File: config.mk
export PLATFORM = sky130hd
export DESIGN_NAME = uart_rx_irq
export DESIGN_NICKNAME = d
export VERILOG_FILES = /design/src/rtl/uart_rx_irq_pkg.sv /design/src/rtl/uart_rx_fifo.sv /design/src/rtl/uart_rx_irq.sv
export SDC_FILE = /design/constraint.sdc
export NUM_CORES = 1
export LEC_CHECK = 0
export CORE_MARGIN = 4
export CORE_UTILIZATION = 56
export DETAILED_ROUTE_END_ITERATION = 12
export PLACE_DENSITY = 0.8
export SLEW_MARGIN = 20
export SYNTH_ARGS = -nofsm -noshare
export SYNTH_HDL_FRONTEND = slang
export SYNTH_SLANG_ARGS = --single-unit
File: constraint.sdc
create_clock -name clk -period 6.1 [get_ports clk]
set_clock_uncertainty 0.15 [all_clocks]
set_input_delay 0.915 -clock clk [delete_from_list [all_inputs] [get_ports clk]]
set_output_delay 0.915 -clock clk [all_outputs]
set_load 0.005 [all_outputs]
File: src/rtl/uart_rx_irq_pkg.sv
// Shared types and constants for the uart_rx_irq peripheral.
// UART_RX_PARITY_EN adds the even-parity PARITY receiver state.
package uart_rx_irq_pkg;

    typedef enum logic [2:0] {
        StIdle,
        StStart,
        StData,
`ifdef UART_RX_PARITY_EN
        StParity,
`endif
        StStop
    } type_uart_rx_state_e;

    localparam logic [3:0] UART_RXDATA = 4'h0;
    localparam logic [3:0] UART_STATUS = 4'h4;
    localparam logic [3:0] UART_CTRL   = 4'h8;
    localparam logic [3:0] UART_DIV    = 4'hC;

    // Interrupt cause number, matching mcause 0x80000010.
    localparam int unsigned UART_IRQ_CODE = 16;

endpackage

File: src/rtl/uart_rx_fifo.sv
// Synchronous RX FIFO with extra-MSB pointers for full/empty detection.
// Push while full is accepted only when a pop happens in the same cycle.
module uart_rx_fifo #(
    parameter int unsigned DEPTH = 8,
    parameter int unsigned WIDTH = 8
) (
    input  logic             clk,
    input  logic             rst,
    input  logic             push,
    input  logic [WIDTH-1:0] wdata,
    input  logic             pop,
    output logic [WIDTH-1:0] rdata,
    output logic             full,
    output logic             empty
);

    localparam int unsigned AW = $clog2(DEPTH);

    logic [AW:0]      head_q, tail_q;
    logic [WIDTH-1:0] mem_q [DEPTH];
    logic             do_push, do_pop;

    assign empty   = (head_q == tail_q);
    assign full    = (head_q[AW] != tail_q[AW]) && (head_q[AW-1:0] == tail_q[AW-1:0]);
    assign do_pop  = pop && !empty;
    assign do_push = push && (!full || do_pop);
    assign rdata   = mem_q[head_q[AW-1:0]];

    always_ff @(posedge clk) begin
        if (!rst) begin
            head_q <= '0;
            tail_q <= '0;
        end else begin
            if (do_push) tail_q <= tail_q + 1'b1;
            if (do_pop)  head_q <= head_q + 1'b1;
        end
    end

    always_ff @(posedge clk) begin
        if (do_push) mem_q[tail_q[AW-1:0]] <= wdata;
    end

endmodule

File: src/rtl/uart_rx_irq.sv
// Memory-mapped 8N1 UART receiver with RX FIFO and one-cycle interrupt pulse.
// Define UART_RX_PARITY_EN for an even-parity bit and STATUS[4] parity error.
module uart_rx_irq
    import uart_rx_irq_pkg::*;
#(
    parameter int unsigned FIFO_DEPTH = 8,
    parameter logic [15:0] DIV_RST    = 16'd27
) (
    input  logic        clk,
    input  logic        rst,
    input  logic        uart_rx,
    input  logic        bus_sel,
    input  logic        bus_wr,
    input  logic        bus_rd,
    input  logic [3:0]  bus_addr,
    input  logic [31:0] bus_wdata,
    output logic [31:0] bus_rdata,
    output logic        exc_uart
);

    type_uart_rx_state_e state_q, state_d;

    logic        rx_s1_q, rx_s2_q;
    logic [1:0]  ctrl_q;
    logic [15:0] div_q, div_eff, tick_cnt_q, tick_cnt_d;
    logic [3:0]  samp_cnt_q, samp_cnt_d;
    logic [2:0]  bit_idx_q, bit_idx_d;
    logic [7:0]  shift_q, shift_d;
    logic        ovr_q, frm_q, par_q, irq_q;
    logic        tick, push, frm_set, par_set;
    logic        wr_en, pop, status_w1c;
    logic        fifo_full, fifo_empty, push_ok;
    logic [7:0]  fifo_rdata;
    logic        unused_bits;

    assign unused_bits = ^{bus_addr[1:0], bus_wdata[31:16]};

    assign wr_en      = bus_sel && bus_wr;
    assign status_w1c = wr_en && (bus_addr[3:2] == UART_STATUS[3:2]);
    assign pop        = bus_sel && bus_rd && (bus_addr[3:2] == UART_RXDATA[3:2]);
    assign push_ok    = push && (!fifo_full || (pop && !fifo_empty));

    assign div_eff    = (div_q == 16'd0) ? 16'd1 : div_q;
    assign tick       = (tick_cnt_q == div_eff - 16'd1);
    assign tick_cnt_d = (wr_en && bus_addr[3:2] == UART_DIV[3:2]) ? 16'd0 :
                        tick ? 16'd0 : tick_cnt_q + 16'd1;

    always_comb begin
        state_d    = state_q;
        samp_cnt_d = tick ? samp_cnt_q + 4'd1 : samp_cnt_q;
        bit_idx_d  = bit_idx_q;
        shift_d    = shift_q;
        push       = 1'b0;
        frm_set    = 1'b0;
        par_set    = 1'b0;
        if (!ctrl_q[0]) begin
            state_d = StIdle;
        end else begin
            case (state_q)
                StIdle: begin
                    if (!rx_s2_q) begin
                        state_d    = StStart;
                        samp_cnt_d = 4'd0;
                    end
                end
                // Mid-start-bit recheck rejects glitches shorter than half a bit.
                StStart: begin
                    if (tick && samp_cnt_q == 4'd7) begin
                        if (!rx_s2_q) begin
                            state_d    = StData;
                            samp_cnt_d = 4'd0;
                            bit_idx_d  = 3'd0;
                        end else begin
                            state_d = StIdle;
                        end
                    end
                end
                StData: begin
                    if (tick && samp_cnt_q == 4'd15) begin
                        shift_d   = {rx_s2_q, shift_q[7:1]};
                        bit_idx_d = bit_idx_q + 3'd1;
`ifdef UART_RX_PARITY_EN
                        if (bit_idx_q == 3'd7) state_d = StParity;
`else
                        if (bit_idx_q == 3'd7) state_d = StStop;
`endif
                    end
                end
`ifdef UART_RX_PARITY_EN
                StParity: begin
                    if (tick && samp_cnt_q == 4'd15) begin
                        par_set = (rx_s2_q != ^shift_q);
                        state_d = StStop;
                    end
                end
`endif
                StStop: begin
                    if (tick && samp_cnt_q == 4'd15) begin
                        push    = rx_s2_q;
                        frm_set = !rx_s2_q;
                        state_d = StIdle;
                    end
                end
                default: state_d = StIdle;
            endcase
        end
    end

    always_ff @(posedge clk) begin
        if (!rst) begin
            rx_s1_q    <= 1'b1;
            rx_s2_q    <= 1'b1;
            state_q    <= StIdle;
            ctrl_q     <= 2'b00;
            div_q      <= DIV_RST;
            tick_cnt_q <= 16'd0;
            samp_cnt_q <= 4'd0;
            bit_idx_q  <= 3'd0;
            shift_q    <= 8'd0;
            ovr_q      <= 1'b0;
            frm_q      <= 1'b0;
            par_q      <= 1'b0;
            irq_q      <= 1'b0;
        end else begin
            rx_s1_q    <= uart_rx;
            rx_s2_q    <= rx_s1_q;
            state_q    <= state_d;
            tick_cnt_q <= tick_cnt_d;
            samp_cnt_q <= samp_cnt_d;
            bit_idx_q  <= bit_idx_d;
            shift_q    <= shift_d;
            if (wr_en && bus_addr[3:2] == UART_CTRL[3:2]) ctrl_q <= bus_wdata[1:0];
            if (wr_en && bus_addr[3:2] == UART_DIV[3:2])  div_q  <= bus_wdata[15:0];
            // A same-cycle set wins over the write-1-to-clear.
            ovr_q <= (ovr_q && !(status_w1c && bus_wdata[2])) || (push && !push_ok);
            frm_q <= (frm_q && !(status_w1c && bus_wdata[3])) || frm_set;
            par_q <= (par_q && !(status_w1c && bus_wdata[4])) || par_set;
            irq_q <= push_ok && ctrl_q[1];
        end
    end

    uart_rx_fifo #(
        .DEPTH (FIFO_DEPTH),
        .WIDTH (8)
    ) u_fifo (
        .clk   (clk),
        .rst   (rst),
        .push  (push),
        .wdata (shift_q),
        .pop   (pop),
        .rdata (fifo_rdata),
        .full  (fifo_full),
        .empty (fifo_empty)
    );

    always_comb begin
        bus_rdata = 32'd0;
        case (bus_addr[3:2])
            UART_RXDATA[3:2]: bus_rdata = {24'd0, fifo_empty ? 8'd0 : fifo_rdata};
            UART_STATUS[3:2]: bus_rdata = {27'd0, par_q, frm_q, ovr_q, fifo_full, !fifo_empty};
            UART_CTRL[3:2]:   bus_rdata = {30'd0, ctrl_q};
            default:          bus_rdata = {16'd0, div_q};
        endcase
    end

    assign exc_uart = irq_q;

endmodule

# Yosys cells after proc, flatten, opt, wreduce, memory -nomap -nowiden
# Memories as Yosys holds them, arrays and structs flattened. A register that Yosys moved wholly into a read port is not among the register bits.
# Cells that the tools add are included.
[totals]
mem_count = 1
mem_bits_rw = 64
output_inout_bits = 33
inputBits = 42
reg_bits = 66
[memory_table]
columns = ["name", "words", "width", "rd", "rd_ports_with_merged_regs", "wr", "line", "text"]
rows = [
  ["u_fifo.mem_q", 8, 8, 1, 1, 1, "uart_rx_fifo.sv:20", "logic [WIDTH-1:0] mem_q [DEPTH];"],
]
[op_classes]
n_bitwise = 1
n_reduce_logical = 38
n_addsub = 6
n_eq_ne = 19
muxes = 29
[ops]
columns = ["operator", "count"]
rows = [
  ["$pmux W16 S3", 1],
  ["$mux W3", 10],
  ["$logic_and A1 B1 Y1", 19],
  ["$add A16 B1 Y16 const B", 1],
  ["$eq A16 B16 Y1", 1],
  ["$logic_not A16 Y1", 1],
  ["$mux W16", 1],
  ["$mux W4", 4],
  ["$sub A16 B1 Y16 const B", 1],
  ["$add A4 B1 Y4 const B", 3],
  ["$ne A2 B2 Y1 const B", 6],
  ["$pmux W3 S4", 1],
  ["$reduce_and A5 Y1", 2],
  ["$mux W1", 8],
  ["$mux W8", 1],
  ["$pmux W4 S2", 1],
  ["$logic_not A1 Y1", 7],
  ["$eq A3 B2 Y1 const B", 2],
  ["$pmux W3 S2", 1],
  ["$eq A2 B2 Y1 const B", 2],
  ["$eq A4 B3 Y1 const B", 1],
  ["$eq A4 B4 Y1", 1],
  ["$eq A4 B4 Y1 const B", 1],
  ["$add A3 B1 Y3 const B", 1],
  ["14 further kinds", 16],
]

# Longest topological paths before layout
# Gate-level depths: netlist of run 1.
[logic_depth]
depth_word = 12
depth_mapped = 14
ltp_nobuf = 11

# By module
# Synthesis of run 1 repeated with hierarchy kept, for this count alone.
[unflattened]
hier_cells = 591
area_unflattened_um2 = 6458.7
[by_module_without_submodules]
columns = ["module", "instances", "cells_each", "area_each_um2"]
rows = [
  ["uart_rx_irq", 1, 427, 3469.6],
  ["uart_rx_fifo", 1, 164, 2989.1],
]

# Worst setup path after synthesis of run 1
# Ideal clock, no wire load.
[synth_timing]
path_kind = "register to register"
from = "reg div_q[14]"
to = "mem u_fifo.mem_q[2][0], enable pin"
path_stages_with_launch = 13
setup_ns = 0.398
synth_period_minus_slack_ns = 4.708
arrival_time_ns = 4.160
path_buffers = 1
setup_slack_ns = 1.392
cell_sequence = "dfxtp_1 clkbuf_1 nor4_2 and3_1 a21oi_1 ha_1 or3b_2 or4_1 a21oi_1 o2bb2ai_1 nor3_2 nand4_2 nor4b_1"
[synth_between]
elab_chain_len = 11
[synth_lines]
columns = ["item", "line", "text"]
rows = [
  ["from (decl)", "uart_rx_irq.sv:25", "logic [15:0] div_q, div_eff, tick_cnt_q, tick_cnt_d;"],
  ["from (signal assigned)", "uart_rx_irq.sv:133", "if (wr_en && bus_addr[3:2] == UART_DIV[3:2]) div_q <= bus_wdata[15:0];"],
  ["$logic_not A16 Y1", "uart_rx_irq.sv:43", "assign div_eff = (div_q == 16'd0) ? 16'd1 : div_q;"],
  ["$mux W16 (*)", "uart_rx_irq.sv:43", ""],
  ["$sub A16 B1 Y16 (*)", "uart_rx_irq.sv:44", "assign tick = (tick_cnt_q == div_eff - 16'd1);"],
  ["$eq A16 B16 Y1 (*)", "uart_rx_irq.sv:44", ""],
  ["$logic_and A1 B1 Y1 (*)", "uart_rx_irq.sv:98", "if (tick && samp_cnt_q == 4'd15) begin"],
  ["$mux W1 (*)", "uart_rx_irq.sv:98", ""],
  ["$mux W1 (*)", "uart_rx_irq.sv:59", "case (state_q)"],
  ["$mux W1 (*)", "uart_rx_irq.sv:56", "if (!ctrl_q[0]) begin"],
  ["$logic_and A1 B1 Y1 (*)", "uart_rx_fifo.sv:26", "assign do_push = push && (!full || do_pop);"],
  ["$mux W1 (*)", "uart_rx_fifo.sv:40", "if (do_push) mem_q[tail_q[AW-1:0]] <= wdata;"],
  ["$mux W1 (not written as such) (*)", "uart_rx_fifo.sv:40", ""],
  ["to (decl)", "uart_rx_fifo.sv:20", ""],
]
# Mark *: on every way between the ends. The rest lies on a longest branch, timed or not.

# Worst setup path after layout of run 1
[layout_timing]
from = "reg div_q[7]"
to = "mem u_fifo.mem_q[6][0], enable pin"
# The elaborated chain is that of the path after synthesis.

==> qor.yml, run 1 <==
status: "complete, no violations"
max_freq_mhz: 199
grt_pass1_wl_mm: 24.1
die_area_um2: 13400
slew_headroom_pct: 32.7
synth-seq-cells: 132
start_kind: "flip-flop"
worst_pin_slew_ns: 1.00
postLayoutCellArea_um2: 7410
critPathSlowestCell: "nor2_1"
fillers: 841
postCtsHoldBufs: 0
rows: 39
synth-edff-count: 64
reg2reg_slack_ns: 1.06
die_w_um: 116
hold_viol: 0
h-tree-depth: 4
avgViaCountPerCell: 6.08
cp.arrival_ns: 4.92
post-route-period-util_pct: 82.6
whs_ns: 0.263
ir_worst_vdd_mv: 0.179
syn_area_um2: 6500
ys_types: 65
drt_wl_total_mm: 15.6
cts_buffer_depth: 2
io_buffers: 40
die_h_um: 116
grt_max_degree: 58
placed_area_um2: 6870
pin_count: 75
root_buffer: "clkbuf_16"
reg2reg_to: "u_fifo.mem_q[6][0]$_DFFE_PP_"
via_count: 4814
cts_tree: "done"
dr.pass1.iters: 5
post_cts_buffers: 0
grt_overflow: 0
synth-async-reset-ratio_pct: 0
drv_slew: 0
finalSetupViolCount: 0
path_max_fanout: 10
hp-class: "reg -> reg"
fin_util_pct: 65.2
reg2reg_from: "div_q[7]$_SDFFE_PN0P_"
critical_path_class: "reg -> reg"
power_per_cell_area_nw_per_um2: 263
start_util_pct: 57.2
maxCapViolCount: 0
coreArea_um2: 11400
diodes: 0
cp-end-kind: "flip-flop"
synth_ff_type: "dfxtp_1"
path_clk_slew_ns: 0.05
fin_nets: 685
grt_pass1_vias: 4537
dp_hpwl_mm: 10.6
leakage_nw: 2.77
period_minus_slack_ns: 5.04
drive_above_1_share_pct: 10.8
worstSetupStartpoint: "div_q[7]$_SDFFE_PN0P_"
drc: 0
antenna_left: 0
area_growth_pct: 14.0
routedWlPerCell_um: 19.6
cts_resized: 0
syn_area_per_cell_um2: 10.6
synthCells: 613
clk_latency_ns: 0.41
crit_top_cell: "a21oi_1"
rsz0062_at_grt: "false"
crit_required_ns: 5.99
ys_seq_area_share_pct: 50.5
gp_congestion: 0.900
drt_iter0_drc: 381
yosysWarnings: 0
slowest_delay_ns: 0.76
hp-start: "rx_s1_q$_SDFF_PN1_"
antenna_found_initial: 0
numCtsBuffers: 17
tns_ns: 0
path_cells: "nor4_1, and3_1, a21oi_1, ha_1, or3b_2, or4_1, a21oi_1, o2bb2ai_1, nor3_2, nand4_2, nor2_1"
track_usage_pct: 23.8
crit_end: "u_fifo.mem_q[6][0]$_DFFE_PP_"
cts.sinks: 132
r2r_cells: 11
[per-layer routing]
layer	routed length [um]	track usage, %	vias up
met3	1220	5.48	29
met5	0	0	-
met4	294	7.89	0
met1	6540	31.7	2324
met2	7500	38.7	231
li1	-	-	2230
[layout by cell type (no fill, tap or decap), types with 5 or more instances in the layout]
| cell type | count |
|---|---|
| o21ai_0 | 10 |
| clkbuf_16 | 17 |
| inv_1 | 11 |
| mux2i_1 | 26 |
| edfxtp_1 | 64 |
| xnor2_1 | 19 |
| nor3_1 | 12 |
| a21boi_0 | 13 |
| nor4b_1 | 5 |
| a31oi_1 | 6 |
| xor2_1 | 16 |
| buf_4 | 6 |
| and3_1 | 15 |
| nand2b_1 | 9 |
| conb_1 | 16 |
| nand2_1 | 89 |
| a21oi_1 | 9 |
| clkdlybuf4s50_1 | 39 |
| dfxtp_1 | 67 |
| mux4_2 | 16 |
| and2_1 | 6 |
| nor2b_1 | 7 |
| nor2_1 | 41 |
| ha_1 | 7 |
| nand3_1 | 23 |
| nor4_1 | 12 |
[critical path: cells and delay by family, from the launching register on]
kind | cells | cell delay [ns]
adder cells (fa/ha/maj) | 1 | 0.23
AND/OR/NAND/NOR | 7 | 3.24
flip-flops | 1 | 0.56
AO/OA/AOI/OAI | 3 | 0.48
[sequential cells by signal, summed over array words and instances (netlist names), 2 cells and up, named ones only]
name / cells
shift_q: 8
ctrl_q: 2
bit_idx_q: 3
u_fifo.head_q: 4
u_fifo.mem_q: 64
u_fifo.tail_q: 4
state_q: 2
tick_cnt_q: 16
div_q: 16
samp_cnt_q: 4
[worst min path at each step]
| stage | endpoint | slack (ns) | depth (start not counted) |
|---|---|---|---|
| finish | rx_s2_q$_SDFF_PN1_ | 0.26 | 1 |
| global route | rx_s2_q$_SDFF_PN1_ | 0.29 | 1 |
| CTS | rx_s2_q$_SDFF_PN1_ | 0.27 | 1 |
| global placement | rx_s2_q$_SDFF_PN1_ | 0.24 | 1 |
| detailed placement | rx_s2_q$_SDFF_PN1_ | 0.25 | 1 |
| floorplan | rx_s2_q$_SDFF_PN1_ | 0.24 | 1 |
[cell usage after synthesis (13+ instances only)]
cell type	n	area, um2
a21boi_0	13	97.6
and3_1	15	93.8
buf_4	16	120
clkbuf_1	31	116
dfxtp_1	68	1360
edfxtp_1	64	1920
mux2i_1	26	260
mux4_2	16	360
nand2_1	89	334
nand3_1	23	115
nor2_1	41	154
xnor2_1	19	166
xor2_1	16	140
[area by class of cell]
class | instances | area [um2] | share of cell area (%)
Sequential cell | 132 | 3280 | 44.3
Inverter | 11 | 41.3 | 0.557
Timing Repair Buffer | 46 | 440 | 5.94
Clock buffer | 20 | 437 | 5.89
Clock inverter | 12 | 106 | 1.43
Multi-Input combinational cell | 428 | 2930 | 39.5
Tap cell | 143 | 179 | 2.41
[through the flow]
stage | instances | total power [mW] | worst slack [ns]
floorplan | 628 | 1.01 | 1.39
global placement | 760 | 1.03 | 1.31
detailed placement | 760 | 1.03 | 1.13
CTS | 792 | 1.96 | 1.12
global route | 792 | 2.01 | 0.753
finish | 792 | 1.95 | 1.06
[logic make-up after synthesis]
group,synth area share (%)
buf+inv,5.39
flops,50.5
xor+xnor,4.71
other cells,0.0577
mux,10.1
fa+ha+maj,1.35
compound gates,7.73
simple gates,20.2
[report_power, final]
| part | internal (mW) | total [mW] | switching [mW] |
|---|---|---|---|
| Combinational | 0.0360 | 0.0811 | 0.0450 |
| Clock | 0.561 | 0.937 | 0.377 |
| Sequential | 0.926 | 0.935 | 0.00935 |
No activity file was read; power rests on OpenSTA's default activity.
==> inputs of run 2 (changes only) <==
- clock period: 6.1 -> 5.2 ns (I/O delays scaled with it)
==> run 2 against run 1 <==
Sequential power up 18%. First-iteration DRC count up 33%. Clock power up 16%. Die area unchanged. Register-to-register slack worse by 0.57 ns.
==> qor.yml, run 2 (synthesis results as in run 1) <==
status: "complete, no violations"
track_usage_pct: 23.5  # -0.29 points
die_area_um2: 13400  # unchanged
path_buf_inv: 1  # +1
coreArea_um2: 11400  # unchanged
slew_headroom_pct: 33.9  # +1.2 points
crit_required_ns: 5.17  # -0.82 ns
r2r_cells: 12  # +1
rows: 39  # unchanged
cp_top_family: "simple AND/OR/NAND/NOR gates"
clk_latency_ns: 0.42  # about the same
final_common_cell: "nand2_1"
p_int_mw: 1.75  # +15%
p_comb_share_pct: 4.3  # +0.2 points
grt_overflow: 0  # unchanged
cts_tree: "done"
diodes: 0  # unchanged
grt_pass1_vias: 4508  # -0.64%
hold_viol: 0  # unchanged
rsz0062_at_grt: "false"
path_cells: "nor4_1, and3_1, a21oi_1, ha_1, nor3b_2, nand3_1, nor4b_1, o32ai_1, nor4_1, nand4_2, nor4b_1, buf_4"
largest_reg_flops: 64  # unchanged
max_freq_mhz: 212  # +6.9%
drt_iter0_drc: 508  # +33%
swShare_pct: 23.2  # +1.1 points
io_buffers: 40  # unchanged
worst_pin_slew_ns: 0.992  # -0.0107 ns
p_total_mw: 2.28  # +17%
root_buffer: "clkbuf_16"
post-route-period-util_pct: 90.6  # +8.0 points
path_max_fanout: 10  # unchanged
reg2reg_from: "div_q[7]$_SDFFE_PN0P_"
critical_path_class: "reg -> reg"
leakage_nw: 2.81  # +1.3%
drt_wl_total_mm: 15.1  # -3.1%
postCtsHoldBufs: 0  # unchanged
slowest_delay_ns: 0.65  # -0.11 ns
avgViaCountPerCell: 6.03  # -0.83%
fin_nets: 692  # +1.0%
numCtsBuffers: 17  # unchanged
routedWlPerCell_um: 18.9  # -3.9%
hp-class: "reg -> reg"
period_minus_slack_ns: 4.71  # -0.326 ns
dp_hpwl_mm: 10.4  # -2.3%
maxCapViolCount: 0  # unchanged
gp_congestion: 0.869  # -3.4%
path_clk_slew_ns: 0.06  # about the same
hold-path-endpoint: "rx_s2_q$_SDFF_PN1_"
grt_pass1_wl_mm: 23.8  # -1.2%
reg2reg_to: "u_fifo.mem_q[2][2]$_DFFE_PP_"
post_cts_buffers: 0  # unchanged
grt_max_degree: 58  # unchanged
h-tree-depth: 4  # unchanged
die_h_um: 116  # unchanged
hold_path_depth: 1  # unchanged
power_per_cell_area_nw_per_um2: 305  # +16%
cts_buffer_depth: 2  # unchanged
dr.pass1.iters: 5  # unchanged
tns_ns: 0  # unchanged
via_count: 4816  # +0.042%
cts_resized: 0  # unchanged
antenna_found_initial: 0  # unchanged
layout_common_cells: "nand2_1 (89), dfxtp_1 (68), edfxtp_1 (64)"
p_switching_uw: 528  # +23%
seqPwrFrac_pct: 48.1  # +0.2 points
clockPowerShare_pct: 47.6  # -0.4 points
drive_above_1_share_pct: 12.0  # +1.3 points
ir_worst_vdd_mv: 0.231  # +29%
finalSetupViolCount: 0  # unchanged
cp-end-kind: "flip-flop"
drv_slew: 0  # unchanged
die_w_um: 116  # unchanged
cp.arrival_ns: 4.68  # -0.24 ns
antenna_left: 0  # unchanged
drc: 0  # unchanged
start_kind: "flip-flop"
pin_count: 75  # unchanged
hp-start: "rx_s1_q$_SDFF_PN1_"
start_util_pct: 57.2  # unchanged
area_growth_pct: 14.9
reg2reg_slack_ns: 0.49  # -0.57 ns
cts.sinks: 132  # unchanged
critPathSlowestCell: "nor4_1"
-- run 2: cell types whose count changed in the layout (fill, tap and decap cells not counted), sizes merged --
cell	before	now
buf	7	14
clkbuf	20	18
inv	15	17
bufinv	1	0
clkinv	5	6
-- run 2: layer usage --
layer  wire length, um  global-route usage [%]  share of wire (%)  up-vias
met5                 0                       0                  0        -
met2              7180                    37.5                 48      220
li1                  -                       -                  -     2260
met1              6450                    31.8                 43     2313
met3              1190                    5.48                7.9       23
met4               258                    8.35                1.7        0
-- run 2: metrics by stage --
step / hold slack (ns) / utilization, % / std cells / setup slack [ns] / area, um2
4_1_cts: 0.258 / 65.7 / 799 / 0.569 / 7470
2_1_floorplan: 0.236 / - / 628 / 0.492 / 6560
5_1_grt: 0.287 / 65.7 / 799 / 0.130 / 7470
3_5_place_dp: 0.244 / 60.9 / 767 / 0.546 / 6920
3_3_place_gp: 0.242 / 60.9 / 767 / 0.708 / 6920
6_report: 0.256 / 65.7 / 799 / 0.490 / 7470
-- run 2: how the worst max path moves through the flow --
stage                                      start                           end  slack (ns)  depth (start not counted)
final                      div_q[7]$_SDFFE_PN0P_  u_fifo.mem_q[2][2]$_DFFE_PP_        0.49                         12
after global routing       div_q[7]$_SDFFE_PN0P_  u_fifo.mem_q[1][2]$_DFFE_PP_        0.13                         12
after CTS                  div_q[7]$_SDFFE_PN0P_  u_fifo.mem_q[2][2]$_DFFE_PP_        0.57                         12
after detailed placement   div_q[7]$_SDFFE_PN0P_  u_fifo.mem_q[2][2]$_DFFE_PP_        0.55                         12
after global placement     div_q[7]$_SDFFE_PN0P_  u_fifo.mem_q[2][2]$_DFFE_PP_        0.71                         12
after floorplan           div_q[14]$_SDFFE_PN0P_  u_fifo.mem_q[2][0]$_DFFE_PP_        0.49                         12
-- run 2: power groups by stage --
stage | registers [mW] | clock network (mW) | logic, mW
3_5_place_dp | 1.12 | 0 | 0.0948
4_1_cts | 1.10 | 1.10 | 0.0959
3_3_place_gp | 1.12 | 0 | 0.0925
5_1_grt | 1.10 | 1.15 | 0.106
6_report | 1.10 | 1.09 | 0.0974
2_1_floorplan | 1.11 | 0 | 0.0689
-- run 2: layout make-up --
type | count | area (um2)
Clock inverter | 14 | 119
Multi-Input combinational cell | 428 | 2930
Fill cell | 860 | 3900
Tap cell | 143 | 179
Timing Repair Buffer | 53 | 493
Clock buffer | 18 | 429
Sequential cell | 132 | 3280
Inverter | 11 | 41.3
==> inputs of run 3 (changes only) <==
- ABC_CLOCK_PERIOD_IN_PS: default -> 5200
- HOLD_SLACK_MARGIN: default -> 0.08
- SYNTH_HIERARCHICAL: default -> 1
==> run 3 against run 2 <==
Clock-buffer cell count grew 5. Sequential share of layout area shrank 0.17 points. Hold slack worse by 0.0012 ns. Critical endpoint is now u_fifo/mem_q[3][5]$_DFFE_PP_.
==> qor.yml, run 3 <==
status: "complete, no violations"
grt_max_degree: 28  # -52%
gp_congestion: 0.856  # -1.5%
layout_common_cells: "nand2_1 (70), dfxtp_1 (68), edfxtp_1 (64)"
power_per_cell_area_nw_per_um2: 324  # +6.2%
track_usage_pct: 22.6  # -0.87 points
path_buf_inv: 2  # +1
path_clk_slew_ns: 0.06  # about the same
drt_iter0_drc: 429  # -16%
placed_area_um2: 6890  # -0.49%
synthMostInstantiatedCell: "nand2_1"
synth-edff-count: 64  # unchanged
finalSetupViolCount: 0  # unchanged
maxCapViolCount: 0  # unchanged
largest_reg_flops: 64  # unchanged
dr.pass1.iters: 5  # unchanged
via_count: 4713  # -2.1%
grt_pass1_vias: 4574  # +1.5%
fin_ws_ns: 0.561  # +0.0706 ns
fillers: 785  # -8.7%
cts_tree: "done"
pin_count: 75  # unchanged
start_kind: "flip-flop"
cts_resized: 0  # unchanged
ys_seq_area_share_pct: 50.8  # +0.35 points
drive_above_1_share_pct: 13.0  # +0.97 points
cp-end-kind: "flip-flop"
crit_required_ns: 5.17  # about the same
clk_latency_ns: 0.42  # about the same
worst_pin_slew_ns: 0.949  # -0.0430 ns
leakage_nw: 2.91  # +3.8%
synth_common_cells: "nand2_1 (70), dfxtp_1 (68), edfxtp_1 (64), nor2_1 (42), nand3_1 (24)"
coreArea_um2: 11100  # -2.6%
synth.top_cell.area_share_pct: 29.8  # +0.21 points
postLayoutCellArea_um2: 7500  # +0.39%
post-place-ws_ns: 0.667  # +0.121 ns
post_cts_buffers: 0  # unchanged
slew_headroom_pct: 36.5  # +2.7 points
die_w_um: 115  # -0.32%
rsz0062_at_grt: "false"
ys_types: 66  # +1.5%
syn_area_per_cell_um2: 10.9  # +3.0%
synthCells: 591  # -3.6%
routedWlPerCell_um: 18.5  # -2.1%
drc: 0  # unchanged
io_buffers: 40  # unchanged
synth.largest_area_cell: "edfxtp_1"
hp-class: "reg -> reg"
critical_path_class: "reg -> reg"
root_buffer: "clkbuf_16"
dp_hpwl_mm: 9.97  # -3.8%
synthTopCellsByArea: "edfxtp_1 (30%), dfxtp_1 (21%), mux4_2 (5.6%)"
antenna_found_initial: 0  # unchanged
final_common_cell: "nand2_1"
die_area_um2: 13300  # -0.64%
cp.arrival_ns: 4.61  # -0.07 ns
synth_ff_type: "dfxtp_1"
grt_overflow: 0  # unchanged
synth-seq-cells: 132  # unchanged
area_growth_pct: 16.1
path_cells: "or4_4, nor3_2, and3_1, nor2_1, ha_1, xnor2_1, a211oi_1, o211ai_1, nor4_1, nand2_1, or2_2, nor3_1, buf_4, o21ai_2, nor3_1, buf_4"
antenna_left: 0  # unchanged
h-tree-depth: 4  # unchanged
syn_area_um2: 6460  # -0.69%
ir_worst_vdd_mv: 0.202  # -13%
cp_top_family: "simple AND/OR/NAND/NOR gates"
synth-async-reset-ratio_pct: 0  # unchanged
period_minus_slack_ns: 4.64  # -0.0706 ns
slowest_delay_ns: 0.62  # -0.03 ns
reg2reg_slack_ns: 0.56  # +0.07 ns
max_freq_mhz: 216  # +1.5%
cts.sinks: 132  # unchanged
die_h_um: 115  # -0.32%
drt_wl_total_mm: 14.4  # -4.7%
grt_pass1_wl_mm: 22.9  # -3.8%
rows: 38  # -2.6%
cts_buffer_depth: 2  # unchanged
avgViaCountPerCell: 6.06  # +0.50%
critPathSlowestCell: "or4_4"
path_max_fanout: 8  # -2
yosysWarnings: 6  # +6
drv_slew: 0  # unchanged
start_util_pct: 58.3  # +1.1 points
diodes: 0  # unchanged
post-route-period-util_pct: 89.2  # -1.4 points
tns_ns: 0  # unchanged
hold_viol: 0  # unchanged
postCtsHoldBufs: 0  # unchanged
numCtsBuffers: 17  # unchanged
fin_nets: 674  # -2.6%
==> run 3: cell types whose count changed in the layout (fill, tap and decap cells not counted), moves of 5 or more <==
cell	previous run	this run
nor4_1	12	6
and2_1	6	1
mux2_2	3	13
a31oi_1	6	0
nand2_1	89	70
and3_1	15	21
nor3_1	12	19
==> run 3: report_power, final <==
group / total, mW / switching [mW] / internal (mW)
sequential: 1.10 / 0.0103 / 1.09
combinational: 0.0967 / 0.0533 / 0.0434
clock: 1.24 / 0.422 / 0.814
total: 2.43 / 0.486 / 1.94
==> run 3: final cells by class <==
cell class                      count  area (um2)  area share (%)
Tap cell                          140         175            2.34
Inverter                           13        48.8           0.651
Multi-Input combinational cell    409        2890            38.6
Timing Repair Buffer               52         490            6.54
Clock inverter                      9         153            2.04
Sequential cell                   132        3280            43.8
Clock buffer                       23         458            6.11
==> run 3: final timing paths <==
kind                                             from                           end  cells after the start
worst max register to register  div_q[7]$_SDFFE_PN0P_  u_fifo/mem_q[3][5]$_DFFE_PP_                     16
worst min register to register     rx_s1_q$_SDFF_PN1_            rx_s2_q$_SDFF_PN1_                      1
worst max-delay path            div_q[7]$_SDFFE_PN0P_  u_fifo/mem_q[3][5]$_DFFE_PP_                     16
worst min-delay path               rx_s1_q$_SDFF_PN1_            rx_s2_q$_SDFF_PN1_                      1
==> run 3: logic make-up (layout without fill, tap and decap cells) <==
| family | count (synthesis) | count (layout) | synth area share (%) |
|---|---|---|---|
| adder cells (fa/ha/maj) | 7 | 7 | 1.36 |
| multiplexers | 51 | 51 | 11.3 |
| other | 1 | 16 | 0.0581 |
| flip-flops | 132 | 132 | 50.8 |
| AO/OA/AOI/OAI | 69 | 69 | 7.81 |
| XOR/XNOR | 36 | 36 | 5.11 |
| AND/OR/NAND/NOR | 230 | 230 | 18.3 |
| buffers and inverters | 65 | 97 | 5.27 |
==> run 3: per-stage QoR <==
| step | util [%] | std cells | total power [mW] | hold slack, ns |
|---|---|---|---|---|
| CTS | 67.7 | 778 | 2.44 | 0.257 |
| finish | 67.7 | 778 | 2.43 | 0.254 |
| floorplan | - | 606 | 1.18 | 0.236 |
| global placement | 62.2 | 746 | 1.21 | 0.242 |
| detailed placement | 62.2 | 746 | 1.21 | 0.244 |
| global route | 67.7 | 778 | 2.50 | 0.274 |
==> run 3: per-layer routing <==
metal  share of wire (%)  track usage, %
met4                 2.5            11.7
met5                   0               0
met3                 9.0            5.00
met2                  48            36.3
met1                  41            28.9
